<file path="config.mk">
export PLATFORM = sky130hd
export DESIGN_NAME = out_stream_buffer_flat
export DESIGN_NICKNAME = d
export VERILOG_FILES = /design/src/rtl/out_stream_buffer_if.sv /design/src/rtl/out_stream_buffer.sv /design/src/flat_wrapper.sv
export SDC_FILE = /design/constraint.sdc
export NUM_CORES = 2
export LEC_CHECK = 0
export ABC_AREA = 1
export CELL_PAD_IN_SITES_DETAIL_PLACEMENT = 1
export CELL_PAD_IN_SITES_GLOBAL_PLACEMENT = 1
export CORE_UTILIZATION = 39
export DETAILED_ROUTE_END_ITERATION = 6
export PLACE_DENSITY = 0.69
export SYNTH_ARGS = -nofsm -noshare
export SYNTH_HDL_FRONTEND = slang
export SYNTH_SLANG_ARGS = --single-unit
</file>
<file path="constraint.sdc">
create_clock -name clk -period 29.8 [get_ports clk]
set_clock_uncertainty 0.15 [all_clocks]
set_input_delay 5.96 -clock clk [delete_from_list [all_inputs] [get_ports clk]]
set_output_delay 5.96 -clock clk [all_outputs]
set_load 0.05 [all_outputs]
</file>
<file path="src/rtl/out_stream_buffer_if.sv">
// Handshake bundle between the uut result producer, the output FIFO and the host.
// The slave modport is the FIFO side. The master modport is the producer/host side.
interface out_stream_buffer_if #(
    parameter int DATA_WIDTH = 512,
    parameter int DEPTH      = 4
);
    // valid/ready: a word moves on a rising edge where the sender's valid and the
    // receiver's ready (enable_out on the write side, ready_in on the read side) are both 1.
    logic                       valid_in;
    logic [DATA_WIDTH-1:0]      din;
    logic                       enable_out;
    logic                       valid_out;
    logic [DATA_WIDTH-1:0]      dout;
    logic                       ready_in;
    logic [$clog2(DEPTH):0]     count;
    logic                       overflow;

    modport slave (
        input  valid_in, din, ready_in,
        output enable_out, valid_out, dout, count, overflow
    );

    modport master (
        output valid_in, din, ready_in,
        input  enable_out, valid_out, dout, count, overflow
    );
endinterface

</file>
<file path="src/rtl/out_stream_buffer.sv">
// First-word-fall-through FIFO carrying uut results to the host side of the shell.
// Words offered while full are dropped, and the drop is latched in a sticky overflow flag.
module out_stream_buffer #(
    parameter int DATA_WIDTH = 512,
    parameter int DEPTH      = 4
) (
    input  logic                 clk,
    input  logic                 rst,
    out_stream_buffer_if.slave   bus
);
    localparam int AW = $clog2(DEPTH);
    localparam int CW = AW + 1;

    logic [DATA_WIDTH-1:0] r_mem [DEPTH];
    logic [AW-1:0]         r_wr_ptr;
    logic [AW-1:0]         r_rd_ptr;
    logic [CW-1:0]         r_count;
    logic                  r_overflow;

    logic w_enable;
    logic w_valid;
    logic w_push;
    logic w_pop;
    logic w_drop;

    assign w_enable = (r_count < CW'(DEPTH));
    assign w_valid  = (r_count != '0);
    // A pop in the same cycle does not free space for a push: no bypass.
    assign w_push   = bus.valid_in && w_enable;
    assign w_pop    = w_valid && bus.ready_in;
    assign w_drop   = bus.valid_in && !w_enable;

    // Storage is not reset. Its contents stay invisible while count is zero.
    always_ff @(posedge clk) begin
        if (w_push) begin
            r_mem[r_wr_ptr] <= bus.din;
        end
    end

    always_ff @(posedge clk or negedge rst) begin
        if (!rst) begin
            r_wr_ptr   <= '0;
            r_rd_ptr   <= '0;
            r_count    <= '0;
            r_overflow <= 1'b0;
        end else begin
            if (w_push) begin
                r_wr_ptr <= r_wr_ptr + 1'b1;
            end
            if (w_pop) begin
                r_rd_ptr <= r_rd_ptr + 1'b1;
            end
            if (w_push && !w_pop) begin
                r_count <= r_count + 1'b1;
            end else if (w_pop && !w_push) begin
                r_count <= r_count - 1'b1;
            end
            if (w_drop) begin
                r_overflow <= 1'b1;
            end
        end
    end

    assign bus.enable_out = w_enable;
    assign bus.valid_out  = w_valid;
    assign bus.dout       = w_valid ? r_mem[r_rd_ptr] : '0;
    assign bus.count      = r_count;
    assign bus.overflow   = r_overflow;
endmodule

</file>
<file path="src/flat_wrapper.sv">
// flat-port wrapper written by rule: the top's interface ports become plain ports
module out_stream_buffer_flat 
#(
    parameter int DATA_WIDTH = 512,
    parameter int DEPTH      = 4
)
  (clk, rst, bus_valid_in, bus_din, bus_ready_in, bus_enable_out, bus_valid_out, bus_dout, bus_count, bus_overflow);
  out_stream_buffer_if #(.DATA_WIDTH(DATA_WIDTH), .DEPTH(DEPTH)) bus_i ();
  input  logic clk;
  input  logic rst;
  input wire logic [$bits(bus_i.valid_in)-1:0] bus_valid_in;
  input wire logic [$bits(bus_i.din)-1:0] bus_din;
  input wire logic [$bits(bus_i.ready_in)-1:0] bus_ready_in;
  output wire logic [$bits(bus_i.enable_out)-1:0] bus_enable_out;
  output wire logic [$bits(bus_i.valid_out)-1:0] bus_valid_out;
  output wire logic [$bits(bus_i.dout)-1:0] bus_dout;
  output wire logic [$bits(bus_i.count)-1:0] bus_count;
  output wire logic [$bits(bus_i.overflow)-1:0] bus_overflow;
  assign bus_i.valid_in = bus_valid_in;
  assign bus_i.din = bus_din;
  assign bus_i.ready_in = bus_ready_in;
  assign bus_enable_out = bus_i.enable_out;
  assign bus_valid_out = bus_i.valid_out;
  assign bus_dout = bus_i.dout;
  assign bus_count = bus_i.count;
  assign bus_overflow = bus_i.overflow;
  out_stream_buffer #(.DATA_WIDTH(DATA_WIDTH), .DEPTH(DEPTH)) u_core (.clk(clk), .rst(rst), .bus(bus_i));
endmodule
</file>
==> impl_metrics.tcl <==
set metrics [dict create \
    ir_drop_mv 0.111 \
    cts_hold_buffers 0 \
    cp.depth 10 \
    cts_root_buf "clkbuf_16" \
    dieArea_mm2 0.225 \
    cts_tree "built" \
    drv_slew 0 \
    clock_sinks 2056 \
    tns_ps 0 \
    die_w_um 474 \
    crit_path_top_delay_cell "buf_4" \
    firstDrtPassIters 5 \
    worstPathArrival_ps 7920 \
    rows 172 \
    worstReg2RegEnd "u_core.r_mem[3][386]$_DFFE_PP_" \
    drt-total-wl_um 267000 \
    critPathLaunch "u_core.r_rd_ptr[0]$_DFFE_PN0P_" \
    grt_pass1_vias 63200 \
    path_cells "inv_8 -> buf_4 -> buf_4 -> buf_4 -> buf_4 -> buf_4 -> nand2_1 -> nand3_1 -> a21oi_1 -> clkdlybuf4s50_1" \
    timing.final.crit_period_ps 14030 \
    fmax_mhz 71.3 \
    synthesis.nets 8654 \
    grt_pass1_wl_um 393000 \
    slew_headroom_pct 16.5 \
    power.leakage_nw 44.8 \
    hold_path_class "reg2reg" \
    htree_num_levels 4 \
    synthTopCellsByArea "edfxtp_1 (71%), nand2_1 (8.9%), inv_1 (8.9%)" \
    worstSetupEndpoint "bus_dout[398]" \
    netSwitchingPower_mw 5.99 \
    yosysSeqAreaShare_pct 71.1 \
    die_h_um 474 \
    path_common_cell "buf_4" \
    pwr-share-seq_pct 29.8 \
    final_antenna_net_count 0 \
    avgViaCountPerCell 4.89 \
    insertion_delay_ps 840 \
    antenna_found_initial 106 \
    cts-buffers-inserted 217 \
    ys_async_sr_fraction_pct 0.389 \
    io_pins 1034 \
    powerDensity_mw_per_mm2 120 \
    setup_viol 0 \
    p_comb_share_pct 50.2 \
    grt_overflow 0 \
    drv_cap 0 \
    synthFlopType "edfxtp_1" \
    critPathLaunchType "flop" \
    via_count 59800 \
    reg2reg_setup_slack_ps 24170 \
    route.detailed.drc 0 \
    critPathBufInv 7 \
    synth_area_mm2 0.0868 \
    swShare_pct 46.9 \
    post_cts_buffers 0 \
    synthDistinctLibCells 20 \
    groute.usage.overall_pct 23.3 \
    drive_gt1_share_pct 3.81 \
    yosysMostFrequentCell "nand2_1" \
    wire_per_inst_um 21.8 \
    synth_top_cell_by_area "edfxtp_1" \
    synth_cells 8132 \
    yosysWarnings 0 \
    fin_crit_sh_pct 47.1 \
    yosysTopAreaCellShare_pct 70.8 \
    hold_viol 0 \
    cts_resized 0 \
    synthTopCellsByCount "nand2_1 (2062), inv_1 (2059), edfxtp_1 (2048)" \
    status "completed" \
    drtIter0Drc 3460 \
    tightest_slew_ps 1250 \
    rsz0062_at_grt "no" \
    max_stage_delay_ps 900 \
    synth_edf_count 2048 \
    critPathMaxFanout 145 \
    area_growth_pct 22.7 \
    clkPwrFrac_pct 20.0 \
    dpl.hpwl_um 167000 \
    portBuffers 1033 \
    total_power_mw 12.8 \
    cts_buffer_depth 3 \
    synth_area_per_cell_um2 10.7 \
    core_area_mm2 0.220 \
    endpoint_kind "output port" \
    nNetsFinal 9578 \
    cp_data_required_time_ps 23690 \
    critPathTopFamily "buffers and inverters" \
    synth_seq_cells 2056 \
    rr_worst_depth 7 \
    crit_type "reg2out" \
    clk_pin_slew_ps 70 \
    regToRegStartpoint "u_core.bus.count[2]$_DFFE_PN0P_" \
    gp_congestion 0.826 \
    start_util_pct 39.4 \
    grt_max_degree 196 \
    power.internal_mw 6.79 \
]
==> routing by layer <==
layer	wire, µm	up-vias	global-route usage, %
met2	130000	1507	39.3
met3	19900	539	6.87
met5	650	-	0
met4	11500	100	10.2
li1	-	27700	-
met1	105000	30000	27.5
==> logic make-up (layout without fill, tap and decap cells) <==
| logic type | Yosys count | after routing | synth area share [%] |
|---|---|---|---|
| AND/OR/NAND/NOR | 3094 | 3094 | 14.9 |
| buffers and inverters | 2458 | 3560 | 11.0 |
| flip-flops | 2056 | 2056 | 71.1 |
| AO/OA/AOI/OAI | 515 | 515 | 2.97 |
| adder cells (fa/ha/maj) | 6 | 6 | 0.0951 |
| XOR/XNOR | 3 | 3 | 0.0303 |
| other | 0 | 46 | 0 |
==> power groups by stage <==
stage	registers, mW	logic [mW]	clock network (mW)
after floorplan	4.23	4.05	0
after global placement	3.84	6.35	0
after detailed placement	3.86	6.43	0
after CTS	3.80	6.47	2.61
after global routing	3.83	6.75	2.70
final	3.80	6.42	2.55
==> flip-flops by register name, summed over array words and instances (netlist names) <==
signal               flops
u_core.r_rd_ptr          2
u_core.r_mem          2048
u_core.bus.overflow      1
u_core.bus.count         3
u_core.r_wr_ptr          2
==> worst min-delay path by stage <==
stage / from / endpoint / slack (ps) / cells after the start
2_1_floorplan: u_core.r_wr_ptr[1]$_DFFE_PN0P_ / u_core.r_wr_ptr[1]$_DFFE_PN0P_ / 430 / 2
3_5_place_dp: u_core.bus.count[2]$_DFFE_PN0P_ / u_core.bus.count[2]$_DFFE_PN0P_ / 390 / 2
4_1_cts: u_core.bus.count[2]$_DFFE_PN0P_ / u_core.bus.overflow$_DFFE_PN0P_ / 390 / 1
3_3_place_gp: u_core.bus.count[2]$_DFFE_PN0P_ / u_core.bus.count[2]$_DFFE_PN0P_ / 350 / 2
5_1_grt: u_core.bus.count[2]$_DFFE_PN0P_ / u_core.bus.overflow$_DFFE_PN0P_ / 410 / 1
6_report: u_core.bus.count[2]$_DFFE_PN0P_ / u_core.bus.overflow$_DFFE_PN0P_ / 380 / 1
==> metrics by stage <==
stage	area, µm²	hold WS (ps)	instances	setup WS, ps	util, %
after floorplan	86800	430	8132	917	-
after global placement	99800	355	11800	16760	45.3
after detailed placement	99800	386	11800	16570	45.3
after CTS	106000	385	12200	15600	48.3
after global routing	107000	411	12200	15240	48.3
final	107000	385	12200	15770	48.3
==> final cells by class <==
cell class / instances / area (µm²)
timing repair buffer: 1101 / 11000
antenna: 46 / 115
fill: 23900 / 114000
inverter: 2062 / 7760
multi-input combinational: 3618 / 15600
tap: 2958 / 3700
sequential: 2056 / 61700
clock inverter: 116 / 843
clock buffer: 281 / 5780
==> layout by cell type, fill, tap and decap left out <==
| cell | n |
|---|---|
| nand2_1 | 2062 |
| inv_1 | 2059 |
| edfxtp_1 | 2048 |
| clkdlybuf4s50_1 | 1033 |
| nand3_1 | 1026 |
| a21oi_1 | 512 |
| clkbuf_16 | 222 |
| clkinv_1 | 63 |
| clkbuf_1 | 59 |
| buf_4 | 55 |
| diode_2 | 46 |
| clkinv_2 | 30 |
| buf_12 | 13 |
| bufinv_16 | 8 |
| dfrtp_1 | 6 |
| ha_1 | 5 |
| inv_6 | 5 |
| nor2_4 | 4 |
| clkinvlp_4 | 4 |
| inv_8 | 3 |
| clkinv_16 | 3 |
| xnor2_1 | 2 |
| o21ai_0 | 2 |
| clkinv_8 | 2 |
| dfrtp_4 | 2 |
| nor2_1 | 1 |
| xor2_1 | 1 |
| a21o_1 | 1 |
| nand4_1 | 1 |
| fa_1 | 1 |
| inv_16 | 1 |
Note: power is estimated with default switching activity, not from simulation.
